**src/rtl/spi_master_xfer_pkg.sv**
```systemverilog
// Shared types and link constants for the MCU-side SPI master of the FPGA command/status link.
// The FSM state type lives here so the master and the bench agree on one encoding.
package spi_master_xfer_pkg;

    typedef enum logic [2:0] {
        ST_IDLE,
        ST_LOAD,
        ST_SETUP,
        ST_LOW,
        ST_HIGH,
        ST_HOLD,
        ST_GAP
    } state_e;

    // Link constants shared with the FPGA slave image
    localparam logic [7:0] LOGIC_VERSION      = 8'h04;
    localparam logic [7:0] CMD_STATUS         = 8'h00;
    localparam logic [7:0] CMD_MOTOR          = 8'h01;
    localparam int         CMD_MOTOR_LEN      = 12;
    localparam int         STATUS_LEN         = 17;
    localparam int         MOTOR_OFS_CMD      = 0;
    localparam int         MOTOR_OFS_SPEED    = 1;
    localparam int         STATUS_OFS_VERSION = 0;
    localparam int         STATUS_OFS_ENC1_LO = 1;
    localparam int         STATUS_OFS_ENC1_HI = 2;

    function automatic logic len_ok(input logic [4:0] len, input int max_bytes);
        return (len != 5'd0) && (int'(len) <= max_bytes);
    endfunction

endpackage

```
**src/rtl/spi_sck_gen.sv**
```systemverilog
// SCK half-period divider: counts sysclk cycles within the current LOW or HIGH phase
// and flags the final cycle (and, for HIGH, the cycle before it).
module spi_sck_gen #(
    parameter int CLK_DIV = 4
) (
    input  logic sysclk,
    input  logic rst_n,
    input  logic run,
    input  logic phase_high,
    output logic end_low,
    output logic end_high,
    output logic pre_end_high
);

    logic [7:0] div_q;
    logic [7:0] div_d;
    logic       last;

    assign last         = run && (div_q == 8'(CLK_DIV - 1));
    assign end_low      = last && !phase_high;
    assign end_high     = last && phase_high;
    assign pre_end_high = run && phase_high && (div_q == 8'(CLK_DIV - 2));

    always_comb begin
        div_d = div_q + 8'd1;
        if (!run || last) begin
            div_d = 8'd0;
        end
    end

    always_ff @(posedge sysclk or negedge rst_n) begin
        if (!rst_n) begin
            div_q <= 8'd0;
        end else begin
            div_q <= div_d;
        end
    end

endmodule

```
**src/rtl/spi_master_xfer.sv**
```systemverilog
// Mode-0 SPI master: frames a whole multi-byte transfer under one chip select, pulls each
// TX byte from the client just in time and hands back each RX byte with its index.
module spi_master_xfer
    import spi_master_xfer_pkg::*;
#(
    parameter int CLK_DIV   = 4,
    parameter int CS_SETUP  = 4,
    parameter int CS_HOLD   = 4,
    parameter int CS_IDLE   = 8,
    parameter int MAX_BYTES = 17
) (
    input  logic       sysclk,
    input  logic       rst_n,
    input  logic       start,
    input  logic [4:0] xfer_len,
    output logic       tx_load,
    output logic [4:0] tx_index,
    input  logic [7:0] tx_data,
    output logic       rx_valid,
    output logic [7:0] rx_data,
    output logic [4:0] rx_index,
    output logic       busy,
    output logic       done,
    output logic       spi_ncs,
    output logic       spi_sck,
    output logic       spi_mosi,
    input  logic       spi_miso
);

    state_e     state_q, state_d;
    logic [7:0] wait_q, wait_d;
    logic [2:0] bit_q, bit_d;
    logic [4:0] byte_q, byte_d;
    logic [4:0] len_q, len_d;
    logic [6:0] tx_shift_q, tx_shift_d;
    logic [6:0] rx_shift_q, rx_shift_d;
    logic       miso_s1_q, miso_s1_d;
    logic       miso_s2_q, miso_s2_d;
    logic       mosi_q, mosi_d;
    logic       ncs_q, ncs_d;
    logic       sck_q, sck_d;
    logic       busy_q, busy_d;
    logic       done_q, done_d;
    logic       tx_load_q, tx_load_d;
    logic [4:0] tx_index_q, tx_index_d;
    logic       rx_valid_q, rx_valid_d;
    logic [7:0] rx_data_q, rx_data_d;
    logic [4:0] rx_index_q, rx_index_d;

    logic end_low, end_high, pre_end_high;
    logic last_byte;

    spi_sck_gen #(
        .CLK_DIV(CLK_DIV)
    ) u_sck_gen (
        .sysclk      (sysclk),
        .rst_n       (rst_n),
        .run         ((state_q == ST_LOW) || (state_q == ST_HIGH)),
        .phase_high  (state_q == ST_HIGH),
        .end_low     (end_low),
        .end_high    (end_high),
        .pre_end_high(pre_end_high)
    );

    assign last_byte = (byte_q == (len_q - 5'd1));

    assign spi_ncs  = ncs_q;
    assign spi_sck  = sck_q;
    assign spi_mosi = mosi_q;
    assign busy     = busy_q;
    assign done     = done_q;
    assign tx_load  = tx_load_q;
    assign tx_index = tx_index_q;
    assign rx_valid = rx_valid_q;
    assign rx_data  = rx_data_q;
    assign rx_index = rx_index_q;

    always_comb begin
        state_d    = state_q;
        wait_d     = wait_q;
        bit_d      = bit_q;
        byte_d     = byte_q;
        len_d      = len_q;
        tx_shift_d = tx_shift_q;
        rx_shift_d = rx_shift_q;
        miso_s1_d  = spi_miso;
        miso_s2_d  = miso_s1_q;
        mosi_d     = mosi_q;
        done_d     = 1'b0;
        tx_load_d  = 1'b0;
        tx_index_d = tx_index_q;
        rx_valid_d = 1'b0;
        rx_data_d  = rx_data_q;
        rx_index_d = rx_index_q;

        case (state_q)
            ST_IDLE: begin
                if (start && len_ok(xfer_len, MAX_BYTES)) begin
                    state_d    = ST_LOAD;
                    len_d      = xfer_len;
                    byte_d     = 5'd0;
                    bit_d      = 3'd0;
                    tx_load_d  = 1'b1;
                    tx_index_d = 5'd0;
                end
            end
            ST_LOAD: begin
                tx_shift_d = tx_data[6:0];
                mosi_d     = tx_data[7];
                wait_d     = 8'd0;
                state_d    = ST_SETUP;
            end
            ST_SETUP: begin
                if (wait_q == 8'(CS_SETUP - 1)) begin
                    wait_d  = 8'd0;
                    state_d = ST_LOW;
                end else begin
                    wait_d = wait_q + 8'd1;
                end
            end
            ST_LOW: begin
                if (end_low) begin
                    state_d = ST_HIGH;
                end
            end
            ST_HIGH: begin
                // Registered tx_load must be raised one cycle early so it lands on the loading edge
                if (pre_end_high && (bit_q == 3'd7) && !last_byte) begin
                    tx_load_d  = 1'b1;
                    tx_index_d = byte_q + 5'd1;
                end
                if (end_high) begin
                    rx_shift_d = {rx_shift_q[5:0], miso_s2_q};
                    if (bit_q == 3'd7) begin
                        rx_valid_d = 1'b1;
                        rx_data_d  = {rx_shift_q, miso_s2_q};
                        rx_index_d = byte_q;
                        bit_d      = 3'd0;
                        if (last_byte) begin
                            wait_d  = 8'd0;
                            state_d = ST_HOLD;
                        end else begin
                            byte_d     = byte_q + 5'd1;
                            tx_shift_d = tx_data[6:0];
                            mosi_d     = tx_data[7];
                            state_d    = ST_LOW;
                        end
                    end else begin
                        bit_d      = bit_q + 3'd1;
                        tx_shift_d = {tx_shift_q[5:0], 1'b0};
                        mosi_d     = tx_shift_q[6];
                        state_d    = ST_LOW;
                    end
                end
            end
            ST_HOLD: begin
                if (wait_q == 8'(CS_HOLD - 1)) begin
                    wait_d  = 8'd0;
                    done_d  = 1'b1;
                    state_d = ST_GAP;
                end else begin
                    wait_d = wait_q + 8'd1;
                end
            end
            ST_GAP: begin
                // IDLE and LOAD also keep ncs high, so the gap itself is two cycles short
                if (wait_q == 8'(CS_IDLE - 3)) begin
                    wait_d  = 8'd0;
                    state_d = ST_IDLE;
                end else begin
                    wait_d = wait_q + 8'd1;
                end
            end
            default: begin
                state_d = ST_IDLE;
            end
        endcase

        ncs_d  = !((state_d == ST_SETUP) || (state_d == ST_LOW) ||
                   (state_d == ST_HIGH)  || (state_d == ST_HOLD));
        sck_d  = (state_d == ST_HIGH);
        busy_d = (state_d != ST_IDLE);
    end

    always_ff @(posedge sysclk or negedge rst_n) begin
        if (!rst_n) begin
            state_q    <= ST_IDLE;
            wait_q     <= 8'd0;
            bit_q      <= 3'd0;
            byte_q     <= 5'd0;
            len_q      <= 5'd0;
            tx_shift_q <= 7'd0;
            rx_shift_q <= 7'd0;
            miso_s1_q  <= 1'b0;
            miso_s2_q  <= 1'b0;
            mosi_q     <= 1'b0;
            ncs_q      <= 1'b1;
            sck_q      <= 1'b0;
            busy_q     <= 1'b0;
            done_q     <= 1'b0;
            tx_load_q  <= 1'b0;
            tx_index_q <= 5'd0;
            rx_valid_q <= 1'b0;
            rx_data_q  <= 8'd0;
            rx_index_q <= 5'd0;
        end else begin
            state_q    <= state_d;
            wait_q     <= wait_d;
            bit_q      <= bit_d;
            byte_q     <= byte_d;
            len_q      <= len_d;
            tx_shift_q <= tx_shift_d;
            rx_shift_q <= rx_shift_d;
            miso_s1_q  <= miso_s1_d;
            miso_s2_q  <= miso_s2_d;
            mosi_q     <= mosi_d;
            ncs_q      <= ncs_d;
            sck_q      <= sck_d;
            busy_q     <= busy_d;
            done_q     <= done_d;
            tx_load_q  <= tx_load_d;
            tx_index_q <= tx_index_d;
            rx_valid_q <= rx_valid_d;
            rx_data_q  <= rx_data_d;
            rx_index_q <= rx_index_d;
        end
    end

endmodule

```
**config.mk**
```make
export PLATFORM = sky130hd
export DESIGN_NAME = spi_master_xfer
export DESIGN_NICKNAME = d
export VERILOG_FILES = /design/src/rtl/spi_master_xfer_pkg.sv /design/src/rtl/spi_sck_gen.sv /design/src/rtl/spi_master_xfer.sv
export SDC_FILE = /design/constraint.sdc
export NUM_CORES = 1
export LEC_CHECK = 0
export ABC_AREA = 0
export BUFFER_PORTS_ARGS = -buffer_cell sky130_fd_sc_hd__buf_2
export CAP_MARGIN = 40
export CORE_MARGIN = 1
export CORE_UTILIZATION = 30
export DETAILED_ROUTE_END_ITERATION = 12
export PLACE_DENSITY_LB_ADDON = 0.25
export REMOVE_ABC_BUFFERS = 1
export SYNTH_ARGS = -nofsm -noshare
export SYNTH_HDL_FRONTEND = slang
export SYNTH_SLANG_ARGS = --single-unit
export TNS_END_PERCENT = 10
```
**constraint.sdc**
```tcl
create_clock -name sysclk -period 6.9 [get_ports sysclk]
set_input_delay 0.69 -clock sysclk [delete_from_list [all_inputs] [get_ports sysclk]]
set_output_delay 0.69 -clock sysclk [all_outputs]
set_load 0.05 [all_outputs]
```
==> flow_metrics.py, run 1 <==
metrics = {
    "global_route": {
        "grt_pass1_wl_mm": 13.2,
        "antenna_found_initial": 0,
        "overflow": 0,
        "first_global_vias": 2560,
        "grt_use_total_pct": 13.2,
        "grt_max_degree": 44,
    },
    "cells_and_area": {
        "drive_above_1_share_pct": 25.0,
        "finalInstanceArea_sq_um": 4290,
        "nFillCells": 1156,
        "nets": 416,
        "area_growth_syn_to_layout_pct": 18.6,
        "final_cells": 539,
        "insertedDiodeCount": 0,
    },
    "logic_synthesis": {
        "yosysTopAreaCell": "dfrtp_1",
        "synth_ff_type": "dfrtp_1",
        "synthTopCellsByArea": "dfrtp_1 (50%), mux2_2 (7.2%), nand2_1 (5.0%), ha_1 (2.8%), mux2i_1 (2.8%)",
        "syn_inst": 350,
        "synthArstFlopShare_pct": 100,
        "ys_ff_latch": 73,
        "ys_types": 53,
        "synth-edff-count": 0,
        "synth.top_cell.area_share_pct": 49.8,
        "synth_area_sq_um": 3620,
        "ys_warn_count": 0,
        "syn_area_per_cell_sq_um": 10.3,
        "ys_seq_area_share_pct": 50.5,
    },
    "floorplan": {
        "fp.dieH_um": 112,
        "ios": 42,
        "start_util_pct": 31.3,
        "coreArea_sq_um": 11600,
        "fp.dieArea_sq_um": 12500,
        "row_count": 39,
        "fp.dieW_um": 112,
    },
    "flow_run": {
        "maxCapViolCount": 0,
    },
    "timing": {
        "finalHoldViolations": 0,
        "relSlewSlack_pct": 48.6,
        "slew_viol_final": 0,
        "holdWs_ns": 0.345,
        "finalCritPeriodShare_pct": 37.1,
        "skew_ns": 0.00458,
        "min_period_ns": 2.56,
        "rsz0062_at_grt": "no",
        "setup_violations": 0,
        "fin_setup_tns_ns": 0,
        "max_freq_ghz": 0.390,
        "worst_slew_pin_slew_ns": 0.771,
    },
    "power_and_ir_drop": {
        "p_int_uw": 761,
        "p_seq_share_pct": 45.3,
        "vdd_drop_max_mv": 0.126,
        "power.share.clock_pct": 51.5,
        "p_leak_nw": 2.10,
        "swShare_pct": 21.2,
        "power_density_nw_per_um2": 225,
        "p_switching_uw": 205,
        "p_comb_share_pct": 3.2,
    },
    "placed_design": {
        "port_buffers": 41,
        "place_inst": 523,
        "hpwl_mm": 5.43,
        "place_congestion": 0.772,
        "dpl_cell_area_sq_um": 3970,
    },
    "clock_tree": {
        "cts_buffer_depth": 2,
        "clock_latency_ns": 0.33,
        "cts_setup_buffers": 0,
        "cts_tree": "yes",
        "cts_resized": 0,
        "hold_buffers": 0,
        "cts_htree_levels": 3,
        "clk_pin_slew_ns": 0.06,
        "cts_buffers": 9,
        "cts_sinks": 73,
        "cts_root_buf": "clkbuf_16",
    },
    "setup_path": {
        "cp_max_fo": 8,
        "critPathKind": "reg2reg",
        "cp-start-kind": "flip-flop",
        "end_kind": "flip-flop",
        "required_ns": 7.08,
        "cp.arrival_ns": 2.74,
    },
    "routing": {
        "drt_iter0_drc": 154,
        "drcViolationCount": 3,
        "vias": 2736,
        "firstDrtPassIters": 8,
        "ant_nets": 0,
        "viasPerCell": 5.08,
        "routedWlPerCell_um": 14.2,
        "wirelength_mm": 7.68,
    },
    "outcome": {
        "status": "finished with violations",
        "failed_checks": "DRC",
    },
    "min_path": {
        "hp-class": "reg2reg",
    },
}
path summary, 6_finish.rpt:
check	startpoint	to	slack (ns)	depth (start not counted)
setup reg to reg	len_q[0]$_DFFE_PN0P_	wait_q[4]$_DFFE_PN0P_	4.34	7
setup / recovery	len_q[0]$_DFFE_PN0P_	wait_q[4]$_DFFE_PN0P_	4.34	7
hold / removal	miso_s1_q$_DFF_PN0_	miso_s2_q$_DFF_PN0_	0.35	0
hold reg to reg	miso_s1_q$_DFF_PN0_	miso_s2_q$_DFF_PN0_	0.35	0
min in group asynchronous	rst_n	rx_data[0]$_DFFE_PN0P_	0.38	2
max in group asynchronous	rst_n	tx_shift_q[5]$_DFFE_PN0P_	5.95	3
critical path: stages, from the launching register on:
cell and delay (ns):
dfrtp_1 0.37, inv_1 0.06, ha_1 0.30, xnor2_1 0.13
a211o_1 0.29, a2111o_1 0.47, o22ai_1 0.60, a31oi_1 0.17
area by class of cell:
cell class / count / area [sq um] / share of cell area (%)
clock buffer: 9 / 225 / 5.25
clock inverter: 7 / 95.1 / 2.22
inverter: 21 / 78.8 / 1.84
multi-input combinational: 243 / 1650 / 38.5
sequential: 73 / 1830 / 42.6
tap: 143 / 179 / 4.17
timing repair buffer: 43 / 233 / 5.42
synthesized netlist by cell type (2+ instances only):
library cell	n
nand2_2	2
mux2i_1	10
o21ai_1	2
a21oi_1	10
buf_2	5
and2_1	3
nor2b_1	2
nand2_1	48
xnor2_1	8
nor3_1	8
or4_1	2
mux2_2	23
nor2_2	3
nor4_1	2
nor2_1	21
o21ai_0	11
or2_2	2
dfrtp_1	72
ha_1	8
inv_1	21
a31oi_1	7
nand2b_1	4
nand3_1	11
o22ai_1	10
xor2_1	8
clkbuf_1	7
and3_1	7
a222oi_1	7
o22a_1	2
logic make-up (layout without fill, tap and decap cells):
family | count (synthesis) | after routing | share of synthesized area [%]
simple gates | 123 | 123 | 16.5
flops | 73 | 73 | 50.5
xor+xnor | 16 | 16 | 3.87
fa+ha+maj | 8 | 8 | 2.77
mux | 33 | 33 | 9.93
buf+inv | 34 | 80 | 3.81
compound gates | 63 | 63 | 12.6
sequential cells by signal, indices dropped and copies added, names as in the netlist, 3 cells and up:
signal,flops
wait_q,8
byte_q,5
rx_data,8
rx_index,5
tx_shift_q,7
bit_q,3
state_q,3
u_sck_gen.div_q,8
tx_index,5
rx_shift_q,7
len_q,5
power groups by stage:
stage                     sequential (mW)  combinational (mW)  clock (mW)
final                               0.437              0.0312       0.497
after detailed placement            0.445              0.0321           0
after CTS                           0.437              0.0322       0.512
after global routing                0.438              0.0350       0.526
after floorplan                     0.450             0.00748           0
after global placement              0.445              0.0300           0
through the flow:
stage | utilization [%] | setup slack [ns] | total power, mW
3_3_place_gp | 34.2 | 4.34 | 0.475
5_1_grt | 37.1 | 4.16 | 0.999
4_1_cts | 37.1 | 4.33 | 0.982
3_5_place_dp | 34.3 | 4.35 | 0.477
2_1_floorplan | - | 4.67 | 0.457
6_report | 37.1 | 4.34 | 0.966
per-layer routing:
metal | vias up | wire, um | GRT usage, % | part of all wire [%]
met5 | - | 0 | 0 | 0
li1 | 1329 | - | - | -
met3 | 9 | 358 | 3.70 | 4.7
met4 | 0 | 97 | 4.32 | 1.3
met2 | 61 | 3500 | 19.5 | 46
met1 | 1337 | 3720 | 18.6 | 48
placed cells by master, fill, tap and decap left out, types with 4 or more instances in the layout:
cell type  synthesis  routed
nand2_1           48      48
and3_1             7       7
mux2i_1           10      10
dfrtp_1           72      72
o21ai_0           11      11
nor2_1            21      21
inv_1             21      21
xor2_1             8       8
a21oi_1           10      10
xnor2_1            8       8
buf_2              5      41
a222oi_1           7       7
nor3_1             8       8
o22ai_1           10      10
a31oi_1            7       7
ha_1               8       8
nand3_1           11      11
mux2_2            23      23
nand2b_1           4       4
clkbuf_16          0       9
Note: power is estimated with default switching activity, not from simulation.
==> run 2: changes to the inputs <==
ABC_AREA = 1   (was 0)
clock period = 2.2 ns   (was 6.9 ns; I/O delays follow)
==> flow_metrics.py, run 2 <==
metrics = {
    "logic_synthesis": {
        "synthArstFlopShare_pct": 100,
        "yosysMostFrequentCell": "nand2_1",
        "synth.top_cell.area_share_pct": 49.6,
        "ys_warn_count": 0,
        "syn_inst": 445,
        "synth_ff_type": "dfrtp_1",
        "syn_area_per_cell_sq_um": 8.17,
        "ys_ff_latch": 73,
        "yosysTopAreaCell": "dfrtp_1",
        "ys_seq_area_share_pct": 50.3,
        "synth-edff-count": 0,
        "synth_common_cells": "nand2_1 (155), dfrtp_1 (72), nand3_1 (41), inv_1 (38), nor2_1 (33)",
        "ys_types": 35,
        "synthTopCellsByArea": "dfrtp_1 (50%), nand2_1 (16%), nand3_1 (5.6%), inv_1 (3.9%), nor2_1 (3.4%)",
        "synth_area_sq_um": 3630,
    },
    "cells_and_area": {
        "area_growth_syn_to_layout_pct": 19.9,
        "drive_above_1_share_pct": 18.5,
        "insertedDiodeCount": 0,
        "nets": 522,
        "final_cell_mix": "nand2_1 (155), dfrtp_1 (72), nand3_1 (41), buf_2 (41), inv_1 (38)",
        "final_common_cell": "nand2_1",
        "finalInstanceArea_sq_um": 4360,
        "final_util_pct": 37.5,
        "final_cells": 645,
    },
    "min_path": {
        "hold-path-endpoint": "len_q[1]$_DFFE_PN0P_",
        "hp-start": "xfer_len[1]",
        "hp-class": "in2reg",
        "holdPathStages": 3,
    },
    "setup_path": {
        "critPathKind": "reg2reg",
        "cp-start-kind": "flip-flop",
        "cp_max_fo": 25,
        "reg2regPathDepth": 9,
        "r2r_setup_slack_ns": 0.27,
        "rr_endpoint": "rx_data[7]$_DFFE_PN0P_",
        "end_kind": "flip-flop",
        "reg2reg_from": "u_sck_gen.div_q[0]$_DFF_PN0_",
        "cp.arrival_ns": 2.21,
        "required_ns": 2.48,
    },
    "outcome": {
        "failed_checks": "DRC",
        "status": "finished with violations",
    },
    "placed_design": {
        "port_buffers": 41,
        "dp_worst_setup_slack_ns": 0.244,
        "dpl_cell_area_sq_um": 4020,
        "hpwl_mm": 5.44,
        "place_inst": 627,
        "place_congestion": 0.784,
    },
    "floorplan": {
        "ios": 42,
        "fp.dieW_um": 112,
        "fp.dieH_um": 112,
        "coreArea_sq_um": 11600,
        "fp.dieArea_sq_um": 12600,
        "row_count": 39,
        "start_util_pct": 31.3,
    },
    "power_and_ir_drop": {
        "p_leak_nw": 2.32,
        "vdd_drop_max_mv": 0.354,
        "finalPower_mw": 2.94,
        "power_density_nw_per_um2": 675,
    },
    "routing": {
        "firstDrtPassIters": 8,
        "drt_iter0_drc": 113,
        "drcViolationCount": 5,
        "viasPerCell": 4.52,
        "ant_nets": 0,
        "vias": 2914,
        "routedWlPerCell_um": 11.6,
        "wirelength_mm": 7.51,
    },
    "global_route": {
        "first_global_vias": 2870,
        "antenna_found_initial": 0,
        "overflow": 0,
        "grt_pass1_wl_mm": 13.1,
        "grt_use_total_pct": 13.1,
        "grt_max_degree": 49,
    },
    "timing": {
        "relSlewSlack_pct": 57.6,
        "finalCritPeriodShare_pct": 87.9,
        "rsz0062_at_grt": "no",
        "finalHoldViolations": 0,
        "skew_ns": 0.00959,
        "holdWs_ns": 0.106,
        "max_freq_ghz": 0.517,
        "worst_slew_pin_slew_ns": 0.632,
        "slew_viol_final": 0,
        "postLayoutSetupSlackWorst_ns": 0.267,
        "fin_setup_tns_ns": 0,
        "setup_violations": 0,
        "min_period_ns": 1.93,
    },
    "clock_tree": {
        "cts_buffer_depth": 2,
        "cts_buffers": 9,
        "hold_buffers": 2,
        "cts_htree_levels": 3,
        "cts_setup_buffers": 0,
        "clock_latency_ns": 0.34,
        "cts_tree": "yes",
        "cts_root_buf": "clkbuf_16",
        "cts_sinks": 73,
        "cts_resized": 0,
        "clk_pin_slew_ns": 0.06,
    },
    "flow_run": {
        "maxCapViolCount": 0,
    },
}
==> run 2: cell types whose count changed in the layout (fill, tap and decap cells not counted), sizes merged, moves of 7 or more <==
cell    before  now
nand2       50  165
nand3       12   42
inv         21   49
mux2        23    0
o21ai       13   31
nor2        24   38
mux2i       10    0
o22ai       10    0
xnor2        8    0
a222oi       7    0
a31oi        7    0
==> run 2: logic make-up after synthesis <==
| family | after synthesis | synth area share [%] |
|---|---|---|
| AND/OR/NAND/NOR | 261 | 32.5 |
| flip-flops | 73 | 50.3 |
| buffers and inverters | 50 | 5.34 |
| AO/OA/AOI/OAI | 47 | 7.64 |
| adder cells (fa/ha/maj) | 8 | 2.75 |
| XOR/XNOR | 6 | 1.45 |
==> run 2: layout make-up <==
class / count / area, sq um
Inverter: 47 / 179
Sequential cell: 73 / 1830
Tap cell: 143 / 179
Multi-Input combinational cell: 322 / 1610
Fill cell: 1216 / 7260
Clock inverter: 6 / 73.8
Timing Repair Buffer: 44 / 245
Clock buffer: 10 / 239
==> run 2: report_power, final <==
part / switching [mW] / internal, mW / total (mW)
Sequential: 0.00429 / 1.35 / 1.36
Clock: 0.595 / 0.922 / 1.52
Combinational: 0.0437 / 0.0216 / 0.0653
Total: 0.643 / 2.30 / 2.94
==> run 2: critical path, cell delays in order, from the launching register on <==
cell,delay (ns)
dfrtp_1,0.39
ha_1,0.20
nand2_1,0.06
nor2_1,0.16
inv_2,0.11
nor2_8,0.23
nand2_2,0.36
inv_1,0.22
nand2_1,0.06
nand2_1,0.06
==> run 2: layer usage <==
metal | track usage [%] | vias to the layer above | share of wire [%]
met5 | 0 | - | 0
met4 | 4.53 | 0 | 1.5
li1 | - | 1529 | -
met1 | 16.7 | 1326 | 50
met2 | 21.3 | 48 | 45
met3 | 3.62 | 11 | 3.7
==> run 2: worst max-delay path by stage <==
| stage | depth (start not counted) | slack, ns | to | start |
|---|---|---|---|---|
| final | 9 | 0.27 | rx_data[7]$_DFFE_PN0P_ | u_sck_gen.div_q[0]$_DFF_PN0_ |
| after global routing | 9 | 0.04 | rx_data[0]$_DFFE_PN0P_ | u_sck_gen.div_q[4]$_DFF_PN0_ |
| after CTS | 9 | 0.23 | rx_data[7]$_DFFE_PN0P_ | u_sck_gen.div_q[0]$_DFF_PN0_ |
| after detailed placement | 9 | 0.24 | rx_data[7]$_DFFE_PN0P_ | u_sck_gen.div_q[0]$_DFF_PN0_ |
| after global placement | 9 | 0.25 | rx_data[7]$_DFFE_PN0P_ | u_sck_gen.div_q[4]$_DFF_PN0_ |
| after floorplan | 8 | 0.60 | rx_index[0]$_DFFE_PN0P_ | u_sck_gen.div_q[0]$_DFF_PN0_ |
==> run 3: changes to the inputs <==
PLACE_DENSITY_LB_ADDON = default   (was 0.25)
clock period = 1.8 ns   (was 2.2 ns; I/O delays follow)
==> flow_metrics.py, run 3 (synthesis results as in run 2) <==
metrics = {
    "floorplan": {
        "fp.dieH_um": 112,
        "coreArea_sq_um": 11600,
        "ios": 42,
        "row_count": 39,
        "fp.dieW_um": 112,
        "fp.dieArea_sq_um": 12600,
        "start_util_pct": 31.3,
    },
    "global_route": {
        "grt.busiest_layer": "met2",
        "grt_max_degree": 74,
        "antenna_found_initial": 0,
        "first_global_vias": 2758,
        "grt_use_total_pct": 12.9,
        "overflow": 0,
        "use_met2_pct": 20.3,
        "grt_pass1_wl_mm": 12.9,
        "grt_use_met1_pct": 17.3,
        "grt_use_met3_pct": 3.35,
    },
    "clock_tree": {
        "cts_buffers": 9,
        "cts_htree_levels": 3,
        "clock_latency_ns": 0.33,
        "cts_sinks": 73,
        "cts_root_buf": "clkbuf_16",
        "clk_pin_slew_ns": 0.06,
        "cts_buffer_depth": 2,
        "cts_tree": "yes",
    },
    "min_path": {
        "hp-class": "in2reg",
        "hp-start": "xfer_len[1]",
        "holdPathStages": 3,
        "hold-path-endpoint": "len_q[1]$_DFFE_PN0P_",
    },
    "setup_path": {
        "end_kind": "flip-flop",
        "path_common_cell": "nand2_1",
        "cp.arrival_ns": 2.07,
        "cpPeakStageDelay_ns": 0.35,
        "rr_endpoint": "tx_shift_q[3]$_DFFE_PN0P_",
        "reg2reg_from": "len_q[0]$_DFFE_PN0P_",
        "cp-start-kind": "flip-flop",
        "critPathKind": "reg2reg",
        "crit_chain": "inv_2 > ha_4 > inv_2 > nand2_1 > nand2_1 > nor2_1 > nand2_1 > nor2_2 > nand3_2 > nand2_4 > buf_12 > nand2_4 > nand3_1 > nand2_1",
        "required_ns": 2.03,
        "cp_max_fo": 4,
        "r2r_setup_slack_ns": -0.04,
        "crit_path_start": "len_q[0]$_DFFE_PN0P_",
        "critPathSlowestCell": "dfrtp_1",
        "reg2regPathDepth": 14,
    },
    "flow_run": {
        "maxCapViolCount": 0,
    },
    "power_and_ir_drop": {
        "p_leak_nw": 2.38,
        "vdd_drop_max_mv": 0.413,
        "power_density_nw_per_um2": 791,
    },
    "timing": {
        "rsz0062_at_grt": "yes",
        "setup_violations": 9,
        "min_period_ns": 1.84,
        "postLayoutSetupSlackWorst_ns": -0.0430,
        "relSlewSlack_pct": 61.1,
        "max_freq_ghz": 0.543,
        "worst_slew_pin_slew_ns": 0.580,
        "slew_viol_final": 0,
        "finalHoldViolations": 0,
        "holdWs_ns": 0.0737,
        "finalCritPeriodShare_pct": 102,
        "skew_ns": 0.00681,
    },
    "routing": {
        "drt_iter0_drc": 127,
        "drcViolationCount": 4,
        "viasPerCell": 4.55,
        "vias": 2985,
        "firstDrtPassIters": 8,
        "routedWlPerCell_um": 11.6,
        "wirelength_mm": 7.61,
        "ant_nets": 0,
    },
    "placed_design": {
        "place_congestion": 0.815,
        "port_buffers": 41,
        "hpwl_mm": 5.33,
        "place_inst": 634,
        "dp_worst_setup_slack_ns": 0.0165,
    },
    "cells_and_area": {
        "area_growth_syn_to_layout_pct": 24.8,
        "final_common_cell": "nand2_1",
        "final_cells": 656,
        "insertedDiodeCount": 0,
        "final_util_pct": 39.0,
        "drive_above_1_share_pct": 22.2,
        "nets": 533,
        "final_cell_mix": "nand2_1 (154), dfrtp_1 (72), buf_2 (41)",
    },
    "outcome": {
        "failed_checks": "DRC, setup timing",
        "status": "finished with violations",
    },
}
run 3: worst max-delay path by stage:
| stage | cells after the start | end | slack, ns |
|---|---|---|---|
| finish | 14 | tx_shift_q[3]$_DFFE_PN0P_ | -0.04 |
| global route | 14 | tx_shift_q[3]$_DFFE_PN0P_ | -0.19 |
| CTS | 13 | spi_mosi$_DFFE_PN0P_ | 0.006 |
| detailed placement | 13 | tx_shift_q[2]$_DFFE_PN0P_ | 0.02 |
| global placement | 12 | busy$_DFF_PN0_ | 0.08 |
| floorplan | 8 | rx_index[0]$_DFFE_PN0P_ | 0.20 |
run 3: cell type report:
| cell class | instances | area [sq um] |
|---|---|---|
| clock buffers | 9 | 225 |
| clock inverters | 7 | 86.3 |
| fillers | 1192 | 7080 |
| inverters | 47 | 179 |
| multi-input cells | 323 | 1690 |
| flip-flops and latches | 73 | 1830 |
| well taps | 143 | 179 |
| repair buffers | 54 | 345 |
run 3: worst max-delay path: cells and delay by family, from the launching register on:
family | cells | cell delay, ns
fa+ha+maj | 1 | 0.27
simple gates | 10 | 0.91
buf+inv | 3 | 0.22
flops | 1 | 0.35
run 3: repair_timing:
action / in CTS / in global routing
hold buffers: 2 / 0
gates resized for setup: 0 / 17
endpoints found under the hold margin: 73 / 0
setup buffers: 0 / 3
setup endpoints to repair: 0 / 36
run 3: metal layers:
metal / vias up / wire, um
met3: 7 / 331
li1: 1557 / -
met1: 1367 / 3710
met2: 54 / 3490
met4: 0 / 78
met5: - / 0
run 3: report_power, final:
group | switching [mW] | internal (mW)
Combinational | 0.0524 | 0.0266
Clock | 0.749 | 1.10
Sequential | 0.00544 | 1.65
run 3: through the flow:
step	total power, mW	area [sq um]	setup TNS (ns)
after CTS	3.64	4420	0
after floorplan	1.71	3620	0
after global routing	3.73	4530	-3.98
final	3.59	4530	-0.170
after detailed placement	1.77	4090	0
after global placement	1.77	4090	0
